## src/rtl/pipeline_if_stage.sv

```systemverilog
// Instruction-fetch stage: one outstanding imem request, registered IF/ID slot, stall hold buffer.
// Optional static backward-taken/forward-not-taken prediction when IF_BTFN_PREDICT_EN is defined.
module pipeline_if_stage #(
  parameter logic [63:0] RESET_PC = 64'h0
) (
  input  logic        clk,
  input  logic        reset,
  input  logic        stall,
  input  logic        redirect_valid,
  input  logic [63:0] redirect_pc,
  output logic        imem_req,
  output logic [63:0] imem_addr,
  input  logic        imem_ready,
  input  logic        imem_rvalid,
  input  logic [31:0] imem_rdata,
  output logic [31:0] instruction_IF,
  output logic [63:0] pc_IF,
  output logic        valid_IF,
  output logic        pred_taken_IF
);
  localparam logic [31:0] NOP = 32'h0000_0013;

  typedef enum logic [1:0] {S_REQ, S_WAIT, S_DROP, S_HOLD} state_t;

  state_t      r_state, w_state_nxt;
  logic [63:0] r_fetch_pc, w_fetch_nxt;
  logic [31:0] r_ins, w_ins_nxt;
  logic [63:0] r_pc, w_pc_nxt;
  logic        r_vld, w_vld_nxt;
  logic        r_pred, w_pred_nxt;
  logic [31:0] r_hold_ins;
  logic [63:0] r_hold_pc;
  logic        r_hold_pred;
  logic        w_cap;
  logic        w_pred;
  logic [63:0] w_npc;

`ifdef IF_BTFN_PREDICT_EN
  logic [63:0] w_jimm, w_bimm;
  assign w_jimm = {{44{imem_rdata[31]}}, imem_rdata[19:12], imem_rdata[20],
                   imem_rdata[30:21], 1'b0};
  assign w_bimm = {{52{imem_rdata[31]}}, imem_rdata[7], imem_rdata[30:25],
                   imem_rdata[11:8], 1'b0};
`endif

  // Successor of the instruction currently returning from imem (always at r_fetch_pc).
  always_comb begin
    w_pred = 1'b0;
    w_npc  = r_fetch_pc + 64'd4;
`ifdef IF_BTFN_PREDICT_EN
    if (imem_rdata[6:0] == 7'b1101111) begin
      w_pred = 1'b1;
      w_npc  = r_fetch_pc + w_jimm;
    end else if (imem_rdata[6:0] == 7'b1100011 && imem_rdata[31]) begin
      w_pred = 1'b1;
      w_npc  = r_fetch_pc + w_bimm;
    end
`endif
  end

  always_comb begin
    w_state_nxt = r_state;
    w_fetch_nxt = r_fetch_pc;
    w_cap       = 1'b0;
    w_ins_nxt   = r_ins;
    w_pc_nxt    = r_pc;
    w_vld_nxt   = r_vld;
    w_pred_nxt  = r_pred;
    if (!stall) begin
      w_ins_nxt  = NOP;
      w_vld_nxt  = 1'b0;
      w_pred_nxt = 1'b0;
    end
    case (r_state)
      S_REQ: begin
        if (redirect_valid) begin
          w_fetch_nxt = redirect_pc;
          if (imem_ready) w_state_nxt = S_DROP;
        end else if (imem_ready) begin
          w_state_nxt = S_WAIT;
        end
      end
      S_WAIT: begin
        if (redirect_valid) begin
          w_fetch_nxt = redirect_pc;
          w_state_nxt = imem_rvalid ? S_REQ : S_DROP;
        end else if (imem_rvalid) begin
          w_fetch_nxt = w_npc;
          if (!r_vld || !stall) begin
            w_ins_nxt   = imem_rdata;
            w_pc_nxt    = r_fetch_pc;
            w_vld_nxt   = 1'b1;
            w_pred_nxt  = w_pred;
            w_state_nxt = S_REQ;
          end else begin
            w_cap       = 1'b1;
            w_state_nxt = S_HOLD;
          end
        end
      end
      S_DROP: begin
        if (redirect_valid) w_fetch_nxt = redirect_pc;
        if (imem_rvalid)    w_state_nxt = S_REQ;
      end
      S_HOLD: begin
        if (redirect_valid) begin
          w_fetch_nxt = redirect_pc;
          w_state_nxt = S_REQ;
        end else if (!stall) begin
          w_ins_nxt   = r_hold_ins;
          w_pc_nxt    = r_hold_pc;
          w_vld_nxt   = 1'b1;
          w_pred_nxt  = r_hold_pred;
          w_state_nxt = S_REQ;
        end
      end
      default: w_state_nxt = S_REQ;
    endcase
    // A redirect squashes whatever the slot would have held, even under stall.
    if (redirect_valid) begin
      w_ins_nxt  = NOP;
      w_vld_nxt  = 1'b0;
      w_pred_nxt = 1'b0;
    end
  end

  always_ff @(posedge clk or negedge reset) begin
    if (!reset) begin
      r_state    <= S_REQ;
      r_fetch_pc <= RESET_PC;
      r_ins      <= NOP;
      r_pc       <= 64'h0;
      r_vld      <= 1'b0;
      r_pred     <= 1'b0;
    end else begin
      r_state    <= w_state_nxt;
      r_fetch_pc <= w_fetch_nxt;
      r_ins      <= w_ins_nxt;
      r_pc       <= w_pc_nxt;
      r_vld      <= w_vld_nxt;
      r_pred     <= w_pred_nxt;
    end
  end

  // Buffer contents are only meaningful in S_HOLD; leaving that state invalidates them.
  always_ff @(posedge clk or negedge reset) begin
    if (!reset) begin
      r_hold_ins  <= NOP;
      r_hold_pc   <= 64'h0;
      r_hold_pred <= 1'b0;
    end else if (w_cap) begin
      r_hold_ins  <= imem_rdata;
      r_hold_pc   <= r_fetch_pc;
      r_hold_pred <= w_pred;
    end
  end

  assign imem_req       = (r_state == S_REQ) && reset;
  assign imem_addr      = r_fetch_pc;
  assign instruction_IF = r_ins;
  assign pc_IF          = r_pc;
  assign valid_IF       = r_vld;
  assign pred_taken_IF  = r_pred;
endmodule

```

## config.mk

```make
export PLATFORM = sky130hd
export DESIGN_NAME = pipeline_if_stage
export DESIGN_NICKNAME = d
export VERILOG_FILES = /design/src/rtl/pipeline_if_stage.sv
export SDC_FILE = /design/constraint.sdc
export NUM_CORES = 1
export LEC_CHECK = 0
export CAP_MARGIN = 10
export CORE_MARGIN = 10
export CORE_UTILIZATION = 52
export DETAILED_ROUTE_END_ITERATION = 12
export GPL_ROUTABILITY_DRIVEN = 0
export GPL_TIMING_DRIVEN = 1
export PLACE_DENSITY = 0.81
export SETUP_SLACK_MARGIN = 0.15
export SYNTH_ARGS = -nofsm -noshare
export SYNTH_HDL_FRONTEND = slang
export SYNTH_SLANG_ARGS = --single-unit
```

## constraint.sdc

```tcl
create_clock -name clk -period 2.9 [get_ports clk]
set_clock_uncertainty 0.05 [all_clocks]
set_input_delay 0.29 -clock clk [delete_from_list [all_inputs] [get_ports clk]]
set_output_delay 0.29 -clock clk [all_outputs]
set_load 0.02 [all_outputs]
```

# Word-level counts from Yosys, hierarchy flattened

Cells that the tools add are included.

Add/sub/neg operators: 1
Equal/unequal tests: 13
Muxes and demuxes: 43
Reductions and logical operators: 10

Operator list:

| operator              | number |
|---|---|
| $mux 64               | 8 |
| $pmux 64 s2           | 2 |
| $mux 32               | 5 |
| $add 64x3->64 const B | 1 |
| $pmux 32 s2           | 1 |
| $mux 2                | 10 |
| $mux 1                | 14 |
| $ne 2x2->1 const B    | 7 |
| $pmux 2 s4            | 1 |
| $ne 3x3->1 const B    | 2 |
| $reduce_and 6->1      | 1 |
| $eq 2x2->1 const B    | 2 |
| $pmux 1 s2            | 2 |
| $reduce_and 4->1      | 1 |
| $reduce_or 3->1       | 1 |
| $eq 2x1->1 const B    | 1 |
| $logic_not 1->1       | 2 |
| $logic_not 2->1       | 1 |
| $ne 2x1->1 const B    | 1 |
| $reduce_and 2->1      | 1 |
| $reduce_bool 2->1     | 1 |
| $logic_and 1x1->1     | 1 |
| $logic_or 1x1->1      | 1 |

Bits in registers: 260
Input port bits: 102
Output and inout port bits: 163
Word-level logic and storage cells: 75

# Depth between registers and ports, before layout

Gate-level depths: netlist of the first run.

Depth after elaboration: 6
Mapped depth: 9
Mapped depth without buffers: 6

# Worst setup path before layout of the first run

Ideal clock, no wire load.

Path type: register -> register
Start point: register r_fetch_pc[7] (netlist: imem_addr[7])
End point: register r_fetch_pc[62] (netlist: imem_addr[62])
Library setup time: 0.126 ns
Arrival time: 2.204 ns
Data required time: 2.724 ns
Slack: 0.520 ns
Stages on the path, launching flop included: 8
Buffers on the path: 2
Period minus slack after synthesis: 2.380 ns
Path through: dfrtp_1 > buf_2 > nand4_2 > or4_4 > buf_6 > nor4_4 > a21oi_1 > a311o_1

Longest elaborated chain between the ends: 4

Ends and longest elaborated chain:

| item                   | line | text |
|---|---|---|
| start, declared        | 26   | `logic [63:0] r_fetch_pc, w_fetch_nxt;` |
| start signal, assigned | 137  | `r_fetch_pc <= w_fetch_nxt;` |
| $add 64x3->64          | 49   | `w_npc = r_fetch_pc + 64'd4;` |
| $mux 64                | 87   | `end else if (imem_rvalid) begin` |
| $mux 64                | 84   | `if (redirect_valid) begin` |
| $pmux 64 s2            | 74   | `case (r_state)` |

No other way between the ends. The select of a mux whose other input is x is not followed.
A chain may end at the register's enable or synchronous reset.

# Final worst setup path of the first run

Start point: register r_fetch_pc[2] (netlist: imem_addr[2])
End point: register r_fetch_pc[54] (netlist: imem_addr[54])

Same word-level chain as after synthesis.

==> run_results.csv, run 1 <==
group,metric,value,unit
status,outcome,"finished clean",
cells_and_area,drive_gt1_share,15.2,%
route,routed_wl,40300,um
route,vias_per_cell,6.02,
global_route,met3_usage,5.21,%
global_route,grt_overflow,0,
job,max-cap-violations,0,
route,detailedRoute.firstIterationViolations,1221,
timing,worst_pin_slew,0.981,ns
floorplan,starting_density_of_the_core,52.7,%
yosys,postSynthCellCount,1242,
cells_and_area,fill_cell_instance_count_of_the_final_layout,1752,
global_route,antenna_found_initial,3,
yosys,seq_area_frac_synth,51.1,%
hold_path,holdCritPathClass,"in -> async",
cts,clock_insertion_delay_worst_skew,0.54,ns
cts,clkSinkCount,260,
placed_design,count_of_port_buffers_added_during_placement,264,
timing,hold_viol,0,
power_and_ir_drop,switching_power,4.44,mW
power_and_ir_drop,leakagePower,7.41,nW
power_and_ir_drop,comb_power_share,32.7,%
global_route,first_global_vias,11200,
timing,final.min_clock_period,2.61,ns
power_and_ir_drop,power.ir.vdd_worst,0.000559,V
yosys,synth_area_per_cell,10.3,um^2
timing,timing.final.crit_share,90.1,%
global_route,grt_first_pass_wirelength,62800,um
yosys,synth.ff_latch_count,260,
worst_setup_path,cp_max_fo,6,
route,detail_route.wl_per_cell,21.9,um
cts,tritoncts_clock_tree,"done",
power_and_ir_drop,power_switching_share,34.0,%
cells_and_area,finalCoreUtilization,69.8,%
worst_setup_path,worst_setup_ep_type,"flip-flop",
route,route.detailed.drc,0,
worst_setup_path,worst_path_arrival,2.97,ns
power_and_ir_drop,power_frac_clock,29.3,%
power_and_ir_drop,sequentialPowerShare,38.0,%
route,drt_first_pass_iters,6,
yosys,yosys_most_used_dff,"sky130_fd_sc_hd__dfrtp_1",
power_and_ir_drop,power_density,775,nW/um^2
floorplan,placement_rows,57,
route,route.vias.total,11100,
timing,max_clock_freq,383,MHz
cts,cts.reportedPaths.clkPinSlew,0.07,ns
timing,timing.setup.tns,0,ns
placed_design,hpwl_after_detailed_placement,27700,um
timing,count_of_endpoints_failing_setup_in_the_final_report,0,
worst_setup_path,worst_setup_path_start_kind,"flip-flop",
worst_setup_path,worstSetupStartpoint,"imem_addr[2]$_DFFE_PN0P_",
cells_and_area,layout.cells.most_common,"sky130_fd_sc_hd__clkdlybuf4s50_1",
timing,drv_slew,0,
yosys,ys_warn_count,0,
yosys,post_synth_num_cell_types,70,
floorplan,dieArea,31200,um^2
floorplan,core_box_area,24200,um^2
cts,cts-htree-levels,1,
worst_setup_path,regToRegStartpoint,"imem_addr[2]$_DFFE_PN0P_",
global_route,grt.busiest_layer,"met2",
route,postRouteAntennaNets,0,
cells_and_area,layout.cells.most_common_list,"sky130_fd_sc_hd__clkdlybuf4s50_1 (261), sky130_fd_sc_hd__dfrtp_1 (254), sky130_fd_sc_hd__nor2_1 (130)",
yosys,mappedNetlistArea,12700,um^2
cts,cts-root-buf,"sky130_fd_sc_hd__clkbuf_16",
cells_and_area,area_taken_by_flip_flops_and_latches,6510,um^2
power_and_ir_drop,power.internal,8.64,mW
cts,cts.path.max_buffers,3,
yosys,synth-edff-count,0,
timing,rsz0062_at_grt,"no",
global_route,global_route.usage.total,24.9,%
global_route,use_met2,40.9,%
global_route,grt_start_max_net_pins,144,
floorplan,die_w,177,um
yosys,syn_nets,1345,
floorplan,die_y,177,um
worst_setup_path,worst_ep_required_time,3.26,ns
cells_and_area,layout-area-overhead-vs-synth,32.6,%
floorplan,top_level_ports,265,
worst_setup_path,worst-setup-path-type,"reg -> reg",
cells_and_area,layout.nets,1594,
timing,fin_worst_hold_slack,0.0911,ns
timing,slew_headroom,34.6,%
global_route,met1_track_usage_gr,32.1,%
cells_and_area,multi_input_comb_area,5840,um^2
yosys,share_of_flip_flops_with_an_asynchronous_set_or_reset,100,%
cts,numCtsBuffers,27,
## power groups by stage
stage | sequential, mW | clock, mW | combinational, mW
6_report | 4.97 | 3.84 | 4.28
5_1_grt | 5.07 | 4.03 | 4.58
4_1_cts | 4.96 | 3.88 | 4.32
3_5_place_dp | 5.01 | 0 | 4.28
3_3_place_gp | 4.96 | 0 | 4.21
2_1_floorplan | 5.66 | 0 | 1.47
## registers in the layout (all words and copies together) (netlist names)
signal and flops:
pred_taken_IF 1, r_state 2, instruction_IF 32, pc_IF 64, r_hold_pc 64, valid_IF 1, r_hold_ins 32, imem_addr 64
## path summary, 6_finish.rpt
path / endpoint / slack [ns] / depth (start not counted)
worst min register to register: r_hold_ins[7]$_DFFE_PN0P_ / 0.45 / 1
max in group asynchronous: r_hold_ins[9]$_DFFE_PN0P_ / 1.53 / 3
worst max-delay path: imem_addr[54]$_DFFE_PN0P_ / 0.29 / 7
worst max register to register: imem_addr[54]$_DFFE_PN0P_ / 0.29 / 7
min in group clk: r_state[0]$_DFFE_PN0P_ / 0.13 / 3
worst min-delay path: imem_addr[9]$_DFFE_PN0P_ / 0.09 / 2
## critical path, cell delays in order (launching register included)
cell	delay (ns)
sky130_fd_sc_hd__dfrtp_1	0.47
sky130_fd_sc_hd__ha_1	0.28
sky130_fd_sc_hd__nand4_1	0.29
sky130_fd_sc_hd__nor3_1	0.48
sky130_fd_sc_hd__nor4bb_1	0.43
sky130_fd_sc_hd__buf_4	0.20
sky130_fd_sc_hd__mux2i_1	0.20
sky130_fd_sc_hd__nand3_1	0.09
## what timing repair did
item | in CTS | in global routing
hold buffers | 2 | 0
endpoints found under the hold margin | 186 | 0
setup endpoints to repair | 0 | 2
buffers inserted | 0 | 0
resized for setup | 0 | 1
## area by class of cell
cell class / count / area share, %
diodes: 3 / 0.0445
clock buffers: 30 / 4.25
clock inverters: 19 / 1.59
inverters: 11 / 0.245
multi-input cells: 877 / 34.6
flip-flops and latches: 260 / 38.6
well taps: 324 / 2.40
repair buffers: 314 / 18.3
## metal layers
layer	up-vias	wire length [um]
li1	5037	-
met2	505	19100
met3	91	3410
met1	5440	16400
met5	-	0
met4	0	1390
## cells by family (layout without fill, tap and decap cells)
logic type / after synthesis / after routing / synth area share, %
xor gates and xnor gates: 12 / 12 / 0.825
muxes: 168 / 168 / 14.2
AOI/OAI and AO/OA: 247 / 247 / 12.2
and+or+nand+nor: 449 / 449 / 18.2
adders and majority gates: 1 / 1 / 0.0982
other: 0 / 3 / 0
buffers and inverters: 105 / 374 / 3.35
DFF: 260 / 260 / 51.1
## synth_stat cells (6+ instances only)
master | number | area (um^2)
sky130_fd_sc_hd__dfrtp_1 | 254 | 6360
sky130_fd_sc_hd__nor2_1 | 132 | 495
sky130_fd_sc_hd__mux2_2 | 101 | 1140
sky130_fd_sc_hd__a21oi_1 | 97 | 485
sky130_fd_sc_hd__nand2_1 | 95 | 357
sky130_fd_sc_hd__clkbuf_1 | 68 | 255
sky130_fd_sc_hd__mux2i_1 | 67 | 671
sky130_fd_sc_hd__nor3_1 | 44 | 220
sky130_fd_sc_hd__nand3_1 | 42 | 210
sky130_fd_sc_hd__o21ai_0 | 35 | 175
sky130_fd_sc_hd__nor3b_1 | 30 | 225
sky130_fd_sc_hd__nand4_1 | 25 | 156
sky130_fd_sc_hd__buf_2 | 19 | 95.1
sky130_fd_sc_hd__a22oi_1 | 18 | 135
sky130_fd_sc_hd__a211oi_1 | 16 | 120
sky130_fd_sc_hd__a31oi_1 | 16 | 100
sky130_fd_sc_hd__nor4_1 | 16 | 100
sky130_fd_sc_hd__and3_1 | 10 | 62.6
sky130_fd_sc_hd__inv_1 | 10 | 37.5
sky130_fd_sc_hd__or4_1 | 10 | 75.1
sky130_fd_sc_hd__o22ai_1 | 9 | 56.3
sky130_fd_sc_hd__o31ai_1 | 8 | 60.1
sky130_fd_sc_hd__and4_1 | 7 | 61.3
sky130_fd_sc_hd__dfstp_2 | 6 | 158
sky130_fd_sc_hd__o211ai_1 | 6 | 45.0
sky130_fd_sc_hd__or3_1 | 6 | 37.5
sky130_fd_sc_hd__xnor2_1 | 6 | 52.6
sky130_fd_sc_hd__xor2_1 | 6 | 52.6
## metrics by stage
stage | cells | setup WS [ns] | power, mW | instance area, um^2
finish | 1838 | 0.288 | 13.1 | 16900
global route | 1837 | 0.190 | 13.7 | 16900
CTS | 1835 | 0.315 | 13.2 | 16900
detailed placement | 1784 | 0.296 | 9.29 | 15900
global placement | 1784 | 0.324 | 9.18 | 15900
floorplan | 1242 | 0.520 | 7.12 | 12700
Note: power is estimated with default switching activity, not from simulation.
==> inputs of run 2 (changes only) <==
CTS_CLUSTER_DIAMETER = 60   (was not set)
==> run 2 against run 1 <==
Sequential share of layout area down 0.085 points. Register-to-register slack better by 0.02 ns. Critical path depth down 1. Power up 0.80%. Utilization up 0.16 points. Non-clock buffer count unchanged. Critical endpoint is now imem_addr[60]$_DFFE_PN0P_. Via count up 1.0%. Sequential power about the same. Largest power group unchanged. Clock power up 2%. Worst setup slack better by 0.022 ns. Flip-flop and latch count unchanged. Highest routed layer unchanged. Final cell count about the same.
==> run_results.csv, run 2 (synthesis results as in run 1) <==
group,metric,value,unit
floorplan,top_level_ports,265,
power_and_ir_drop,comb_power_share,32.5,%
worst_setup_path,timing.critical_path.depth,6,
cells_and_area,finalCoreUtilization,70.0,%
timing,worst_pin_slew,0.977,ns
cells_and_area,finalNonFillerCells,1839,
timing,timing.final.crit_share,89.3,%
floorplan,placement_rows,57,
worst_setup_path,worst-setup-path-type,"reg -> reg",
cells_and_area,fill_cell_instance_count_of_the_final_layout,1737,
global_route,grt_start_max_net_pins,144,
global_route,global_route.usage.total,24.9,%
cells_and_area,layout.cells.most_common,"sky130_fd_sc_hd__clkdlybuf4s50_1",
cells_and_area,drive_gt1_share,15.0,%
status,outcome,"finished clean",
global_route,antenna_found_initial,2,
global_route,grt_first_pass_wirelength,62900,um
cts,clkSinkCount,260,
power_and_ir_drop,switching_power,4.40,mW
worst_setup_path,worst_setup_path_start_kind,"flip-flop",
power_and_ir_drop,power_switching_share,33.4,%
worst_setup_path,critPathBufInv,0,
timing,timing.setup.tns,0,ns
timing,slew_headroom,34.8,%
power_and_ir_drop,power.internal,8.79,mW
power_and_ir_drop,sequentialPowerShare,37.7,%
floorplan,dieArea,31200,um^2
timing,final.min_clock_period,2.59,ns
job,max-cap-violations,0,
worst_setup_path,timing.reg2reg.worst_path_depth,6,
worst_setup_path,worst_path_arrival,2.98,ns
cells_and_area,non_filler_cell_area_final,16900,um^2
worst_setup_path,worst_setup_ep_type,"flip-flop",
route,route.vias.total,11200,
power_and_ir_drop,power.ir.vdd_worst,0.000523,V
timing,hold_viol,0,
placed_design,place_area,15900,um^2
global_route,grt_overflow,0,
worst_setup_path,cells_along_the_critical_path,"ha_1, nand4_1, nor4_1, nand4_1, o31a_1, nor3_1",
worst_setup_path,worst_ep_required_time,3.29,ns
cells_and_area,layout-area-overhead-vs-synth,32.9,%
route,detailedRoute.firstIterationViolations,1301,
timing,drv_slew,0,
worst_setup_path,crit_path_max_delay_cell_type,"sky130_fd_sc_hd__nor4_1",
timing,final.setup.worst_slack,0.310,ns
cts,tritoncts_clock_tree,"done",
worst_setup_path,reg2reg_setup_slack,0.31,ns
global_route,first_global_vias,11100,
placed_design,post-place-cells,1784,
cells_and_area,layout.cells.most_common_list,"sky130_fd_sc_hd__clkdlybuf4s50_1 (261), sky130_fd_sc_hd__dfrtp_1 (254), sky130_fd_sc_hd__nor2_1 (130)",
cts,numCtsBuffers,28,
worst_setup_path,crit_path_max_incr_delay,0.56,ns
route,drt_first_pass_iters,6,
cts,cts.path.max_buffers,3,
route,postRouteAntennaNets,0,
cells_and_area,layout.nets,1595,
floorplan,core_box_area,24200,um^2
timing,count_of_endpoints_failing_setup_in_the_final_report,0,
placed_design,count_of_port_buffers_added_during_placement,264,
worst_setup_path,regToRegEndpoint,"imem_addr[60]$_DFFE_PN0P_",
placed_design,pre_cts_slack,0.296,ns
route,routed_wl,40200,um
power_and_ir_drop,power_frac_clock,29.8,%
route,route.detailed.drc,0,
worst_setup_path,critical_path_s_top_delay_family,"simple AND/OR/NAND/NOR gates",
cts,cts.reportedPaths.clkPinSlew,0.06,ns
floorplan,starting_density_of_the_core,52.7,%
floorplan,die_y,177,um
worst_setup_path,regToRegStartpoint,"imem_addr[2]$_DFFE_PN0P_",
timing,rsz0062_at_grt,"no",
route,vias_per_cell,6.08,
cts,cts-root-buf,"sky130_fd_sc_hd__clkbuf_16",
worst_setup_path,critical-path-top-cell-by-count,"sky130_fd_sc_hd__nand4_1",
timing,max_clock_freq,386,MHz
cts,clock_insertion_delay_worst_skew,0.55,ns
power_and_ir_drop,power_density,780,nW/um^2
route,detail_route.wl_per_cell,21.9,um
placed_design,hpwl_after_detailed_placement,27700,um
cells_and_area,multi_input_comb_area,5840,um^2
hold_path,holdCritPathClass,"in -> async",
floorplan,die_w,177,um
worst_setup_path,cp_max_fo,6,
cells_and_area,area_taken_by_flip_flops_and_latches,6510,um^2
cts,cts-htree-levels,1,
cts,post-cts-setup-buffer-count,0,
power_and_ir_drop,leakagePower,7.45,nW
-- run 2: worst max path at each step --
stage | start | endpoint | slack, ns
2_1_floorplan | imem_addr[7]$_DFFE_PN0P_ | imem_addr[62]$_DFFE_PN0P_ | 0.52
3_3_place_gp | imem_rvalid | imem_addr[59]$_DFFE_PN0P_ | 0.32
3_5_place_dp | imem_rvalid | imem_addr[59]$_DFFE_PN0P_ | 0.30
4_1_cts | imem_addr[15]$_DFFE_PN0P_ | imem_addr[57]$_DFFE_PN0P_ | 0.32
5_1_grt | imem_addr[2]$_DFFE_PN0P_ | imem_addr[54]$_DFFE_PN0P_ | 0.19
6_report | imem_addr[2]$_DFFE_PN0P_ | imem_addr[60]$_DFFE_PN0P_ | 0.31
-- run 2: layout make-up --
class                      count  share of cell area [%]
sequential                   260                    38.5
multi-input combinational    877                    34.5
timing repair buffer         314                    18.3
clock buffer                  42                    5.05
tap                          324                    2.40
clock inverter                 9                    1.01
inverter                      11                   0.244
antenna                        2                  0.0296
-- run 2: power groups by stage --
stage,Sequential [mW],Combinational (mW),Clock (mW)
final,4.97,4.28,3.93
after global routing,5.08,4.59,4.14
after CTS,4.97,4.32,3.97
after detailed placement,5.01,4.28,0
after global placement,4.96,4.21,0
after floorplan,5.66,1.47,0
-- run 2: metal layers --
layer	wire [um]	share of wire [%]	GRT usage, %	vias up
met5	0	0	0	-
met4	1340	3.3	8.72	0
met3	3550	8.8	5.70	95
met2	18800	47	40.0	555
met1	16500	41	32.6	5509
li1	-	-	-	5030
-- run 2: repair_timing --
| item | in CTS | in global routing |
|---|---|---|
| gates resized for setup | 0 | 1 |
| hold buffers | 2 | 0 |
| endpoints found under the setup margin | 0 | 1 |
| hold endpoints to repair | 186 | 0 |
-- run 2: per-stage QoR --
stage | power, mW | hold WS (ns)
4_1_cts | 13.3 | 0.0691
5_1_grt | 13.8 | 0.0820
3_3_place_gp | 9.18 | 0.0490
6_report | 13.2 | 0.0825
2_1_floorplan | 7.12 | -0.0556
3_5_place_dp | 9.29 | 0.0508
